## config.mk

```make
export PLATFORM = sky130hd
export DESIGN_NAME = bcd_to_bin
export DESIGN_NICKNAME = d
export VERILOG_FILES = /design/src/rtl/bcd_pkg.sv /design/src/rtl/bcd_digit_adj.sv /design/src/rtl/bcd_to_bin.sv
export SDC_FILE = /design/constraint.sdc
export NUM_CORES = 1
export LEC_CHECK = 0
export BUFFER_PORTS_ARGS = -buffer_cell sky130_fd_sc_hd__buf_4
export CAP_MARGIN = 15
export CORE_MARGIN = 5
export CORE_UTILIZATION = 45
export CTS_CLUSTER_DIAMETER = 40
export DETAILED_ROUTE_END_ITERATION = 10
export GPL_ROUTABILITY_DRIVEN = 0
export PLACE_DENSITY = 0.65
export SYNTH_ARGS = -nofsm -noshare
export SYNTH_HDL_FRONTEND = slang
export SYNTH_SLANG_ARGS = --single-unit
```

## constraint.sdc

```tcl
create_clock -name clk -period 1.33 [get_ports clk]
set_input_delay 0.266 -clock clk [delete_from_list [all_inputs] [get_ports clk]]
set_output_delay 0.266 -clock clk [all_outputs]
set_load 0.05 [all_outputs]
```

## src/rtl/bcd_pkg.sv

```systemverilog
// bcd_pkg: shared widths, FSM states and correction constants for the BCD-to-binary converter.
package bcd_pkg;
  localparam int DIGITS = 3;
  localparam int BCD_W = 4 * DIGITS;
  localparam int BIN_W = 10;
  localparam int ITER = 10;
  localparam int CNT_W = 4;
  localparam logic [0:0] S_IDLE = 1'b0;
  localparam logic [0:0] S_SHIFT = 1'b1;
  localparam logic [3:0] ADJ_TH = 4'd8;
  localparam logic [3:0] ADJ_SUB = 4'd3;
  localparam logic [3:0] DIGIT_MAX = 4'd9;
  localparam logic [CNT_W-1:0] CNT_LAST = CNT_W'(ITER - 1);
endpackage

```

## src/rtl/bcd_digit_adj.sv

```systemverilog
// bcd_digit_adj: reverse double-dabble nibble correction, subtract 3 (mod 16) when the value is 8 or more.
module bcd_digit_adj
  import bcd_pkg::*;
(
  input  logic [3:0] d_i,
  output logic [3:0] d_o
);
  assign d_o = (d_i >= ADJ_TH) ? d_i - ADJ_SUB : d_i;
endmodule

```

## src/rtl/bcd_to_bin.sv

```systemverilog
// bcd_to_bin: sequential 3-digit BCD to 10-bit binary converter using reverse double-dabble over ITER shifts.
module bcd_to_bin
  import bcd_pkg::*;
(
  input  logic             clk,
  input  logic             rst_n,
  input  logic             start,
  input  logic [3:0]       hundreds,
  input  logic [3:0]       tens,
  input  logic [3:0]       ones,
  output logic             busy,
  output logic             done,
  output logic [BIN_W-1:0] bin,
  output logic             err
);
  logic [0:0]       state_q, state_d;
  logic [CNT_W-1:0] cnt_q, cnt_d;
  logic [BCD_W-1:0] bcd_q, bcd_d, bcd_sh, bcd_adj;
  logic [BIN_W-1:0] sh_q, sh_d, bin_q, bin_d;
  logic             pend_q, pend_d, busy_q, busy_d, done_q, done_d, err_q, err_d;

  assign bcd_sh = {1'b0, bcd_q[BCD_W-1:1]};

  for (genvar i = 0; i < DIGITS; i++) begin : g_adj
    bcd_digit_adj u_adj (
      .d_i(bcd_sh[4*i +: 4]),
      .d_o(bcd_adj[4*i +: 4])
    );
  end

  always_comb begin
    state_d = state_q;
    cnt_d   = cnt_q;
    bcd_d   = bcd_q;
    sh_d    = sh_q;
    pend_d  = pend_q;
    busy_d  = busy_q;
    done_d  = 1'b0;
    err_d   = err_q;
    bin_d   = bin_q;
    if (state_q == S_IDLE) begin
      if (start) begin
        state_d = S_SHIFT;
        bcd_d   = {hundreds, tens, ones};
        sh_d    = '0;
        cnt_d   = '0;
        busy_d  = 1'b1;
        pend_d  = (hundreds > DIGIT_MAX) | (tens > DIGIT_MAX) | (ones > DIGIT_MAX);
      end
    end else begin
      bcd_d = bcd_adj;
      sh_d  = {bcd_q[0], sh_q[BIN_W-1:1]};
      cnt_d = cnt_q + 4'd1;
      if (cnt_q == CNT_LAST) begin
        state_d = S_IDLE;
        busy_d  = 1'b0;
        done_d  = 1'b1;
        err_d   = pend_q;
        bin_d   = pend_q ? '0 : sh_d;
      end
    end
  end

  always_ff @(posedge clk or negedge rst_n) begin
    if (!rst_n) begin
      state_q <= S_IDLE;
      cnt_q   <= '0;
      bcd_q   <= '0;
      sh_q    <= '0;
      pend_q  <= 1'b0;
      busy_q  <= 1'b0;
      done_q  <= 1'b0;
      err_q   <= 1'b0;
      bin_q   <= '0;
    end else begin
      state_q <= state_d;
      cnt_q   <= cnt_d;
      bcd_q   <= bcd_d;
      sh_q    <= sh_d;
      pend_q  <= pend_d;
      busy_q  <= busy_d;
      done_q  <= done_d;
      err_q   <= err_d;
      bin_q   <= bin_d;
    end
  end

  assign busy = busy_q;
  assign done = done_q;
  assign err  = err_q;
  assign bin  = bin_q;
endmodule

```

==> summary.md, run 1 <==
| Metric | Value |
|---|---|
| Outcome | finished clean |
| Core area | roughly 4000 sq um |
| Worst Reg2Reg Path Length in Cells | 4 |
| WL/cell | around 13 microns |
| Reg area | roughly 1000 sq um |
| DR iter-0 viols | between 90 and 100 |
| Buffers added on ports | 27 |
| Multi-input logic area | ~810 sq um |
| Synthesized net count | roughly 210 |
| Synth cell types | 26 |
| Die Area | about 5600 sq um |
| TritonRoute pass-1 iters | 4 |
| Clk slew on worst S/H paths | ~0.08 ns |
| RR Startpoint | cnt_q[1] |
| Setup crit end kind | flop |
| Most frequent cells in the layout | 40 x dfrtp_1, 32 x buf_4, 28 x nand2_1 |
| Pleak | approximately 0.0011 uW |
| Setup violators final | 0 |
| ANT nets after route | 0 |
| CTS tree | built |
| Tmin final | 1.239 ns |
| Max Fclk | roughly 810 MHz |
| Total wire length | 3531 microns |
| Residual DRC | 0 |
| Setup_tns | 0 ns |
| Worst Hold Class | in -> reg |
| Worst hold path depth | 3 |
| Dpl cells | ~260 |
| Syn Area/Cell | approximately 10 sq um |
| Total GRT Usage | about 14% |
| Combinational Power Share | roughly two fifths |
| Worst EP arrival | 1.42 ns |
| Kind of critical path | reg -> reg |
| Worst skew pair latency | just under 0.3 ns |
| Via count | ~1400 |
| Worst rel slew slack | 66.43% |
| First-pass GRT wire length | between 6000 and 7000 microns |
| Period utilisation layout | between 90 and 100% |
| Cell area after synthesis | roughly 1900 sq um |
| Remaining global-route overflow | 0 |
| CTS Buf Count | 5 |
| I/O pin cnt | 28 |
| H-tree depth | 2 |
| Dpl hpwl | 2551 microns |
| Worst Hold Path EP | bcd_q[11] |
| Hold Violations, Final | 0 |
| Startpoint types | flop |
| Sw Share | approximately 40% |
| Clock sink count | 40 |
| Area grow syn2layout | 19.60% |
| Clock root buffer master | clkbuf_8 |
| Largest net degree at the start of global routing | 41 |
| Clock power frac | between 10% and 20% |
| Leading post-synthesis cells by cell area | dfrtp_1 53%, nand2b_1 7.3%, nand2_1 5.5% |
| Synth top area share | between 50% and 60% |
| #FFs+latches synth | 40 |
| Via density | between 5 and 6 |
| Non-Filler Instances | ~270 |
| Reg2reg end | err |
| VDD IR max | between 0.0008 and 0.0009 V |
| Slew Limit Fails | 0 |
| RSZ-0062 raised after global routing | false |
| Initial Util | 47.05% |
| Crit-path max FO | 3 |
| Row count | 23 |
| Pint | roughly 3200 uW |
| Max cap viols | 0 |
| Final net count | roughly 240 |
| Number of global-route vias before repair | around 1400 |
| # fillers | 360 |
| Sw power | approximately 2200 uW |
| Commonest non-fill, non-tap cell in the layout | dfrtp_1 |
| Initial antenna violation count | 0 |
| Least-Margin Pin Slew | a little over 0.5 ns |
| Layout cells sized above 1 | between 10% and 20% |
| Hold Crit Start | hundreds[3] |
| Register area share after synthesis | 52.81% |
| Clock buffer depth | 2 |
| Gate Count Post-Synth | 190 |
| PwrDens | around 2400 nW/um^2 |
| Die X | 74.90 microns |
| Seq pwr share | roughly 40% |
| Antenna diode count | 0 |
| Reg-to-reg setup timing slack | about 0.091 ns |
| Area leader, netlist | dfrtp_1 |
| Yosys warns | 0 |
| Clock Skews | between 0.004 and 0.005 ns |
| Critical Path RT | ~1.5 ns |
| Die H | 74.90 microns |
[logic make-up after synthesis]
| group | count (synthesis) | synth area share, % |
|---|---|---|
| simple gates | 66 | 17.36 |
| compound gates | 44 | 12.87 |
| flops | 40 | 52.81 |
| buf+inv | 17 | 4.356 |
| mux | 11 | 5.875 |
| xor+xnor | 6 | 2.773 |
| fa+ha+maj | 6 | 3.960 |
[sequential cells by signal (all words and copies together), names as in the netlist]
register  cells
sh_q          9
busy          1
bin          10
cnt_q         4
bcd_q        12
pend_q        1
state_q       1
done          1
err           1
[metrics by stage]
stage / cell area (sq um) / util [%] / hold WS, ns / setup slack (ns) / total power [uW]
finish: 2267 / 56.27 / 0.2371 / 0.09109 / 5381
global placement: 2146 / 53.26 / 0.2605 / 0.1133 / 4339
global route: 2267 / 56.27 / 0.2546 / 0.01741 / 5795
floorplan: 1896 / - / -0.02959 / 0.1538 / 3789
detailed placement: 2146 / 53.26 / 0.2752 / 0.07512 / 4451
CTS: 2263 / 56.18 / 0.2400 / 0.06424 / 5440
[how the worst max path moves through the flow]
stage	cells past startpoint	slack (ns)	startpoint	endpoint
after floorplan	3	0.15	cnt_q[0]	err
after global placement	6	0.11	cnt_q[1]	bin[3]
after CTS	6	0.06	cnt_q[1]	bin[4]
after detailed placement	6	0.08	cnt_q[1]	bin[4]
final	4	0.09	cnt_q[1]	err
after global routing	6	0.02	cnt_q[1]	bin[4]
[per-layer routing]
layer	routed length (microns)	global-route usage, %	up-vias
li1	-	-	685
met5	0	0	-
met1	1595	17.39	645
met2	1701	23.79	31
met4	32	4.150	0
met3	202	4.005	5
[critical path, stage by stage (launching register included)]
cell and delay, ns:
dfrtp_1 0.41, inv_2 0.06, ha_1 0.13, nand4b_1 0.18, mux2_1 0.35
[what timing repair did]
item | 4_1_cts | 5_1_grt
endpoints found under the setup margin | 0 | 3
hold buffers | 1 | 0
setup buffers | 0 | 0
gates resized for setup | 0 | 2
hold endpoints to repair | 40 | 0
[final cells by class]
cell class / count / area share (%)
clock buffer: 6 / 3.201
inverter: 6 / 0.9934
tap: 50 / 2.759
timing repair buffer: 34 / 11.53
sequential: 40 / 44.15
multi-input combinational: 133 / 35.82
clock inverter: 2 / 1.545
[power groups by stage]
stage,clock [uW],combinational [uW],sequential (uW)
finish,972,2240,2170
global route,1040,2500,2250
CTS,993,2270,2180
detailed placement,0,2260,2200
global placement,0,2170,2160
floorplan,0,1200,2590
[synth_stat cells]
| cell | count |
|---|---|
| ha_1 | 6 |
| buf_6 | 1 |
| xnor2_1 | 3 |
| buf_4 | 1 |
| nor2_1 | 6 |
| mux2i_1 | 10 |
| a21oi_1 | 6 |
| xor2_1 | 3 |
| buf_2 | 6 |
| clkbuf_1 | 3 |
| o21ai_1 | 12 |
| o31ai_1 | 1 |
| inv_1 | 6 |
| nand4b_1 | 1 |
| dfrtp_1 | 40 |
| a41oi_1 | 1 |
| a211oi_1 | 4 |
| nor2b_1 | 8 |
| nand2b_1 | 22 |
| o22ai_1 | 1 |
| o21a_1 | 1 |
| nand3_1 | 1 |
| o21ai_0 | 17 |
| a22o_1 | 1 |
| mux2_1 | 1 |
| nand2_1 | 28 |
(Power assumes the default switching activity.)
==> run 2: changes to the inputs <==
CORE_ASPECT_RATIO = 1.2   (was not set)
==> run 2 against run 1 <==
Effect of this change:
- total power grew 1.6%
- cell count grew 3.3%
- fmax shrank 2.7%
- clock skew grew 0.0018 ns
- die area is essentially flat
- sequential cell count is the same
- routed wire length grew 5.1%
==> summary.md, run 2 (synthesized netlist as in run 1, its figures left out) <==
| Metric | Value |
|---|---|
| Outcome | finished clean (unchanged) |
| Clk slew on worst S/H paths | 0.07 ns (was 0.08 ns) |
| Critical path, cell by cell | inv_2, ha_1, nand4b_1, buf_4, mux2_1 (was inv_2, ha_1, nand4b_1, mux2_1) |
| Area grow syn2layout | 22.44% (was 19.60%) |
| Clock sink count | 40 (unchanged) |
| RSZ-0062 raised after global routing | false (unchanged) |
| Worst Reg2Reg Path Length in Cells | 5 (was 4) |
| CP max-delay cell | dfrtp_1 (unchanged) |
| Max Fclk | 785.8 MHz (was 807.2 MHz) |
| Final Util | 57.97% (was 56.27%) |
| DR iter-0 viols | 37 (was 91) |
| Reg-to-reg setup timing slack | 0.06 ns (was 0.09 ns) |
| Total wire length | 3710 microns (was 3531 microns) |
| Hold Violations, Final | 0 (unchanged) |
| I/O pin cnt | 28 (unchanged) |
| Largest register FFs | 12 (unchanged) |
| Setup ws final | 0.05736 ns (was 0.09109 ns) |
| Worst Hold Path EP | bcd_q[11] (unchanged) |
| Die H | 81.10 microns (was 74.90 microns) |
| Buffers added on ports | 27 (unchanged) |
| Worst EP arrival | 1.45 ns (was 1.42 ns) |
| Final net count | 246 (was 241) |
| Layout cells sized above 1 | 20.80% (was 18.55%) |
| Dpl hpwl | 2659 microns (was 2551 microns) |
| Reg2reg end | err (unchanged) |
| RR Startpoint | cnt_q[1] (unchanged) |
| ANT nets after route | 0 (unchanged) |
| Remaining global-route overflow | 0 (unchanged) |
| VDD IR max | 0.001148 V (was 0.0008512 V) |
| H-tree depth | 2 (unchanged) |
| Number of global-route vias before repair | 1426 (was 1382) |
| Initial Util | 47.34% (was 47.05%) |
| Delay of the slowest critical-path stage | 0.40 ns (was 0.41 ns) |
| Critical Path RT | 1.51 ns (about the same) |
| First-pass GRT wire length | 6299 microns (was 6099 microns) |
| Final instance area | 2321 sq um (was 2267 sq um) |
| Max cap viols | 0 (unchanged) |
| Via count | 1381 (was 1366) |
| Die Area | 5615 sq um (was 5610 sq um) |
| Startpoint types | flop (unchanged) |
| Die X | 69.25 microns (was 74.90 microns) |
| Pre-CTS worst setup slack | 0.04301 ns (was 0.07512 ns) |
| Core area | 4004 sq um (was 4029 sq um) |
| Slew Limit Fails | 0 (unchanged) |
| PwrDens | 2357 nW/um^2 (was 2374 nW/um^2) |
| Worst Hold Class | in -> reg (unchanged) |
| Setup crit end kind | flop (unchanged) |
| Pleak | 0.001097 uW (was 0.001068 uW) |
| Least-Margin Pin Slew | 0.4981 ns (was 0.5036 ns) |
| Setup_tns | 0 ns (unchanged) |
| Row count | 25 (was 23) |
| # fillers | 383 (was 360) |
| Initial antenna violation count | 0 (unchanged) |
| Dpl cells | 267 (was 262) |
| Worst skew pair latency | 0.29 ns (about the same) |
| Worst hold path depth | 3 (unchanged) |
| CTS Buf Count | 5 (unchanged) |
| Largest net degree at the start of global routing | 41 (unchanged) |
| Setup violators final | 0 (unchanged) |
| Hold Crit Start | hundreds[3] (unchanged) |
| Worst rel slew slack | 66.80% (was 66.43%) |
| Antenna diode count | 0 (unchanged) |
| Clock buffer depth | 2 (unchanged) |
| Kind of critical path | reg -> reg (unchanged) |
| Clock Skews | 0.005820 ns (was 0.004036 ns) |
| Period utilisation layout | 95.69% (was 93.15%) |
| WL/cell | 13.25 microns (was 13.03 microns) |
| TritonRoute pass-1 iters | 4 (unchanged) |
| Via density | 4.932 (was 5.041) |
| Most frequent cells in the layout | 40 x dfrtp_1, 35 x buf_4, 28 x nand2_1 (was 40 x dfrtp_1, 32 x buf_4, 28 x nand2_1) |
| Non-Filler Instances | 280 (was 271) |
| CTS tree | built (unchanged) |
| Area after DPL | 2158 sq um (was 2146 sq um) |
| Commonest non-fill, non-tap cell in the layout | dfrtp_1 (unchanged) |
| Total GRT Usage | 14.35% (was 14.03%) |
| Largest register by flop count | bcd_q (unchanged) |
| Residual DRC | 0 (unchanged) |
| Clock root buffer master | clkbuf_8 (unchanged) |
| Crit-path max FO | 4 (was 3) |
| Tmin final | 1.273 ns (was 1.239 ns) |
==> run 2: changes by cell type in the layout (fill, tap and decap cells not counted) <==
cell,before,now
buf_4,32,35
buf_6,1,3
o21ai_1,12,11
o21ai_2,0,1
==> run 2: stage by stage <==
step	hold WS, ns	total power [uW]
after CTS	0.2499	5466
final	0.2495	5470
after floorplan	-0.02959	3789
after global placement	0.2614	4356
after detailed placement	0.2674	4482
after global routing	0.2484	5891
==> run 2: layout make-up <==
cell class                      count  area (sq um)  share of cell area (%)
Inverter                            6         22.52                  0.9703
Clock inverter                      2         35.03                   1.509
Timing Repair Buffer               39         306.5                   13.21
Multi-Input combinational cell    133         815.8                   35.15
Sequential cell                    40          1001                   43.13
Clock buffer                        6         72.57                   3.127
Tap cell                           54         67.56                   2.911
==> run 2: what timing repair did <==
action                     4_1_cts  5_1_grt
resized for setup                0        8
hold buffers                     1        0
hold endpoints to repair        40        0
setup endpoints to repair        0       12
setup buffers                    0        2
==> run 2: worst max path at each step <==
stage	cells past startpoint	slack, ns	from	to
3_3_place_gp	6	0.15	cnt_q[1]	bin[1]
2_1_floorplan	3	0.15	cnt_q[0]	err
3_5_place_dp	6	0.04	cnt_q[1]	state_q
5_1_grt	5	0.01	cnt_q[1]	err
4_1_cts	6	0.04	cnt_q[1]	state_q
6_report	5	0.06	cnt_q[1]	err
==> run 2: report_power, final <==
group,switching [uW],leakage (uW),internal [uW],total [uW]
registers,445,0.000511,1730,2170
logic,1340,0.000530,997,2340
clock network,403,0.0000552,556,959
==> run 2: metal layers <==
| layer | GRT usage [%] | part of all wire [%] |
|---|---|---|
| met5 | 0 | 0 |
| met4 | 8.203 | 2.2 |
| met3 | 3.589 | 4.8 |
| met2 | 26.53 | 52 |
| met1 | 14.85 | 41 |
==> run 2: worst max-delay path, delay by kind of cell (launching register included) <==
kind | cells | cell delay (ns)
flip-flops | 1 | 0.40
multiplexers | 1 | 0.30
buffers and inverters | 2 | 0.24
adder cells (fa/ha/maj) | 1 | 0.14
AND/OR/NAND/NOR | 1 | 0.09
==> run 3: changes to the inputs <==
ABC_AREA = 1   (was not set)
HOLD_SLACK_MARGIN = 0.06   (was not set)
SYNTH_HIERARCHICAL = 1   (was not set)
==> run 3 against run 2 <==
Effect of this change:
- synthesized area up 2.2%
- count of clock-buffer cells in the layout did not move
- largest power group unchanged
- core utilization is 2.2 points lower
- non-clock buffer count decreased by 4
- clock skew decreased by 0.0022 ns
- total power rose by 4.2%
- clock power grew 0.5%
- cell count grew 15%
- highest routed layer unchanged
- combinational power increased by 7%
- via count increased by 9.6%
==> summary.md, run 3 <==
| Metric | Value |
|---|---|
| Largest register FFs | 12 (unchanged) |
| Pleak | 0.001242 uW (was 0.001097 uW) |
| WL/cell | 11.56 microns (was 13.25 microns) |
| Via count | 1513 (was 1381) |
| Sw Share | 42.14% (was 39.99%) |
| #FFs+latches synth | 40 (unchanged) |
| Ys flop type | dfrtp_1 (unchanged) |
| Initial Util | 45.83% (was 47.34%) |
| Pre-CTS worst setup slack | 0.08051 ns (was 0.04301 ns) |
| Area leader, netlist | dfrtp_1 (unchanged) |
| PwrDens | 2415 nW/um^2 (was 2357 nW/um^2) |
| DR iter-0 viols | 70 (was 37) |
| Clock power frac | 16.9% (was 17.5%) |
| Layout cells sized above 1 | 18.73% (was 20.80%) |
| Setup violators final | 0 (unchanged) |
| Yosys warns | 6 (was 0) |
| Total wire length | 3733 microns (was 3710 microns) |
| Register area share after synthesis | 51.65% (was 52.81%) |
| Setup_tns | 0 ns (unchanged) |
| RSZ-0062 raised after global routing | false (unchanged) |
| Slew Limit Fails | 0 (unchanged) |
| CP top delay family | flip-flops (unchanged) |
| Post-synth EDFFs | 0 (unchanged) |
| Number of global-route vias before repair | 1499 (was 1426) |
| Area after DPL | 2227 sq um (was 2158 sq um) |
| TritonRoute pass-1 iters | 4 (unchanged) |
| Seq pwr share | 39.2% (was 39.8%) |
| Setup ws final | 0.1014 ns (was 0.05736 ns) |
| VDD IR max | 0.0009633 V (was 0.001148 V) |
| Max cap viols | 0 (unchanged) |
| Delay of the slowest critical-path stage | 0.40 ns (about the same) |
| Clock buffer depth | 2 (unchanged) |
| Largest register by flop count | bcd_q (unchanged) |
| Most frequent cells in the layout | 85 x nand2_1, 40 x dfrtp_1, 32 x buf_4 (was 40 x dfrtp_1, 35 x buf_4, 28 x nand2_1) |
| Clk slew on worst S/H paths | 0.07 ns (about the same) |
| Least-Margin Pin Slew | 0.5052 ns (was 0.4981 ns) |
| H-tree depth | 2 (unchanged) |
| Residual DRC | 0 (unchanged) |
| Critical Path RT | 1.51 ns (about the same) |
| Max Fclk | 813.9 MHz (was 785.8 MHz) |
| Cell area after synthesis | 1938 sq um (was 1896 sq um) |
| Final instance area | 2360 sq um (was 2321 sq um) |
| Hold Violations, Final | 0 (unchanged) |
| CP most frequent cell | nand2_1 |
| Final net count | 289 (was 246) |
| Clock root buffer master | clkbuf_8 (unchanged) |
| Clock Skews | 0.003604 ns (was 0.005820 ns) |
| Post-CTS Setup Bufs | 0 (unchanged) |
| Tmin final | 1.229 ns (was 1.273 ns) |
| Die H | 81.89 microns (was 81.10 microns) |
| Via density | 4.684 (was 4.932) |
| Worst EP arrival | 1.41 ns (was 1.45 ns) |
| Synth top area share | 51.65% (was 52.81%) |
| Commonest cells post-synth | 85 x nand2_1, 40 x dfrtp_1, 26 x inv_1 (was 40 x dfrtp_1, 28 x nand2_1, 22 x nand2b_1) |
| Buffers added on ports | 27 (unchanged) |
| Largest net degree at the start of global routing | 41 (unchanged) |
| Clock sink count | 40 (unchanged) |
| First-pass GRT wire length | 6541 microns (was 6299 microns) |
| Critical path, cell by cell | inv_1, ha_1, nand4_4, buf_6, nand2_1, nand2_1 (was inv_2, ha_1, nand4b_1, buf_4, mux2_1) |
| Startpoint types | flop (unchanged) |
| Synth async-reset ratio | 100.0% (unchanged) |
| Die X | 69.91 microns (was 69.25 microns) |
| Worst Hold Margin | 0.1816 ns (was 0.2495 ns) |
| Synth cell types | 21 (was 26) |
| Final Util | 55.80% (was 57.97%) |
| I/O pin cnt | 28 (unchanged) |
| Core area | 4229 sq um (was 4004 sq um) |
| Worst rel slew slack | 66.32% (was 66.80%) |
| Worst skew pair latency | 0.29 ns (about the same) |
| Worst Path Buf+Inv | 2 (unchanged) |
| Syn Area/Cell | 8.576 sq um (was 9.977 sq um) |
| Total GRT Usage | 14.15% (was 14.35%) |
| ANT nets after route | 0 (unchanged) |
| Kind of critical path | reg -> reg (unchanged) |
| Crit-path max FO | 10 (was 4) |
| Dpl hpwl | 2700 microns (was 2659 microns) |
| Sw power | 2402 uW (was 2187 uW) |
| Commonest non-fill, non-tap cell in the layout | nand2_1 (was dfrtp_1) |
| CTS tree | built (unchanged) |
| Combinational Power Share | 43.9% (was 42.7%) |
| CP max-delay cell | dfrtp_1 (unchanged) |
| Initial antenna violation count | 0 (unchanged) |
| Pint | 3297 uW (was 3282 uW) |
| Gate Count Post-Synth | 226 (was 190) |
| Die Area | 5725 sq um (was 5615 sq um) |
| Setup crit end kind | flop (unchanged) |
| Outcome | finished clean (unchanged) |
| Antenna diode count | 0 (unchanged) |
| CTS Buf Count | 5 (unchanged) |
| Leading post-synthesis cells by cell area | dfrtp_1 52%, nand2_1 16%, ha_1 5.2% (was dfrtp_1 53%, nand2b_1 7.3%, nand2_1 5.5%) |
| Count leader, synth | nand2_1 (was dfrtp_1) |
| Worst Hold Class | in -> reg (unchanged) |
| Period utilisation layout | 92.37% (was 95.69%) |
| Area grow syn2layout | 21.76% (was 22.44%) |
| Remaining global-route overflow | 0 (unchanged) |
| Row count | 26 (was 25) |
[run 3: cell types whose count changed in the layout (fill, tap and decap cells not counted), moves of 10 or more]
| cell | before | now |
|---|---|---|
| nand2b_1 | 22 | 0 |
| nand2_1 | 28 | 85 |
| inv_1 | 5 | 26 |
| nand3_1 | 1 | 15 |
| o21ai_1 | 11 | 0 |
| mux2i_1 | 10 | 0 |
[run 3: final timing paths]
| kind | from | end | cells after the start | slack, ns |
|---|---|---|---|---|
| worst min register to register | bcd_q[0] | bin[9] | 2 | 0.47 |
| worst max register to register | cnt_q[1] | bin[2] | 6 | 0.10 |
| worst min-delay path | hundreds[0] | bcd_q[8] | 3 | 0.18 |
| max in group asynchronous | rst_n | bcd_q[4] | 2 | 0.49 |
| worst max-delay path | cnt_q[1] | bin[2] | 6 | 0.10 |
| min in group asynchronous | rst_n | bin[3] | 2 | 0.49 |
[run 3: cells by family (layout without fill, tap and decap cells)]
group,count (synthesis),in the layout,synth area share (%)
compound gates,23,23,7.424
xor+xnor,4,4,1.808
fa+ha+maj,8,8,5.165
buf+inv,38,73,9.296
flops,40,40,51.65
other cells,1,6,0.1935
simple gates,112,113,24.47
[run 3: cell type report]
type	instances	area, sq um
fillers	419	1869
flip-flops and latches	40	1001
multi-input cells	154	787.0
repair buffers	35	281.5
inverters	30	112.6
clock buffers	6	72.57
well taps	56	70.07
clock inverters	2	35.03
[run 3: metrics by stage]
stage	cells	total power, uW
6_report	323	5699
5_1_grt	323	6200
4_1_cts	322	5762
3_5_place_dp	313	4769
3_3_place_gp	313	4671
2_1_floorplan	231	4066
[run 3: repair_timing]
item                                   in CTS  in global routing
gates resized for setup                     0                  2
setup endpoints to repair                   0                  9
endpoints found under the hold margin      40                  0
hold buffers                                1                  0
[run 3: power by group through the flow]
stage	Sequential (uW)	Clock [uW]	Combinational [uW]
6_report	2240	964	2500
3_5_place_dp	2260	0	2510
3_3_place_gp	2230	0	2440
4_1_cts	2240	1000	2520
5_1_grt	2330	1060	2810
2_1_floorplan	2650	0	1410
[run 3: metal layers]
layer / track usage (%) / vias to the layer above / wire [microns]
li1: - / 774 / -
met1: 16.21 / 706 / 1616
met2: 26.28 / 31 / 1886
met3: 4.284 / 2 / 206
met4: 2.874 / 0 / 23
met5: 0 / - / 0
[run 3: worst reg2reg max path, stage by stage (launching register included)]
cell     delay [ns]
dfrtp_1        0.40
inv_1          0.08
ha_1           0.18
nand4_4        0.17
buf_6          0.19
nand2_1        0.06
nand2_1        0.05
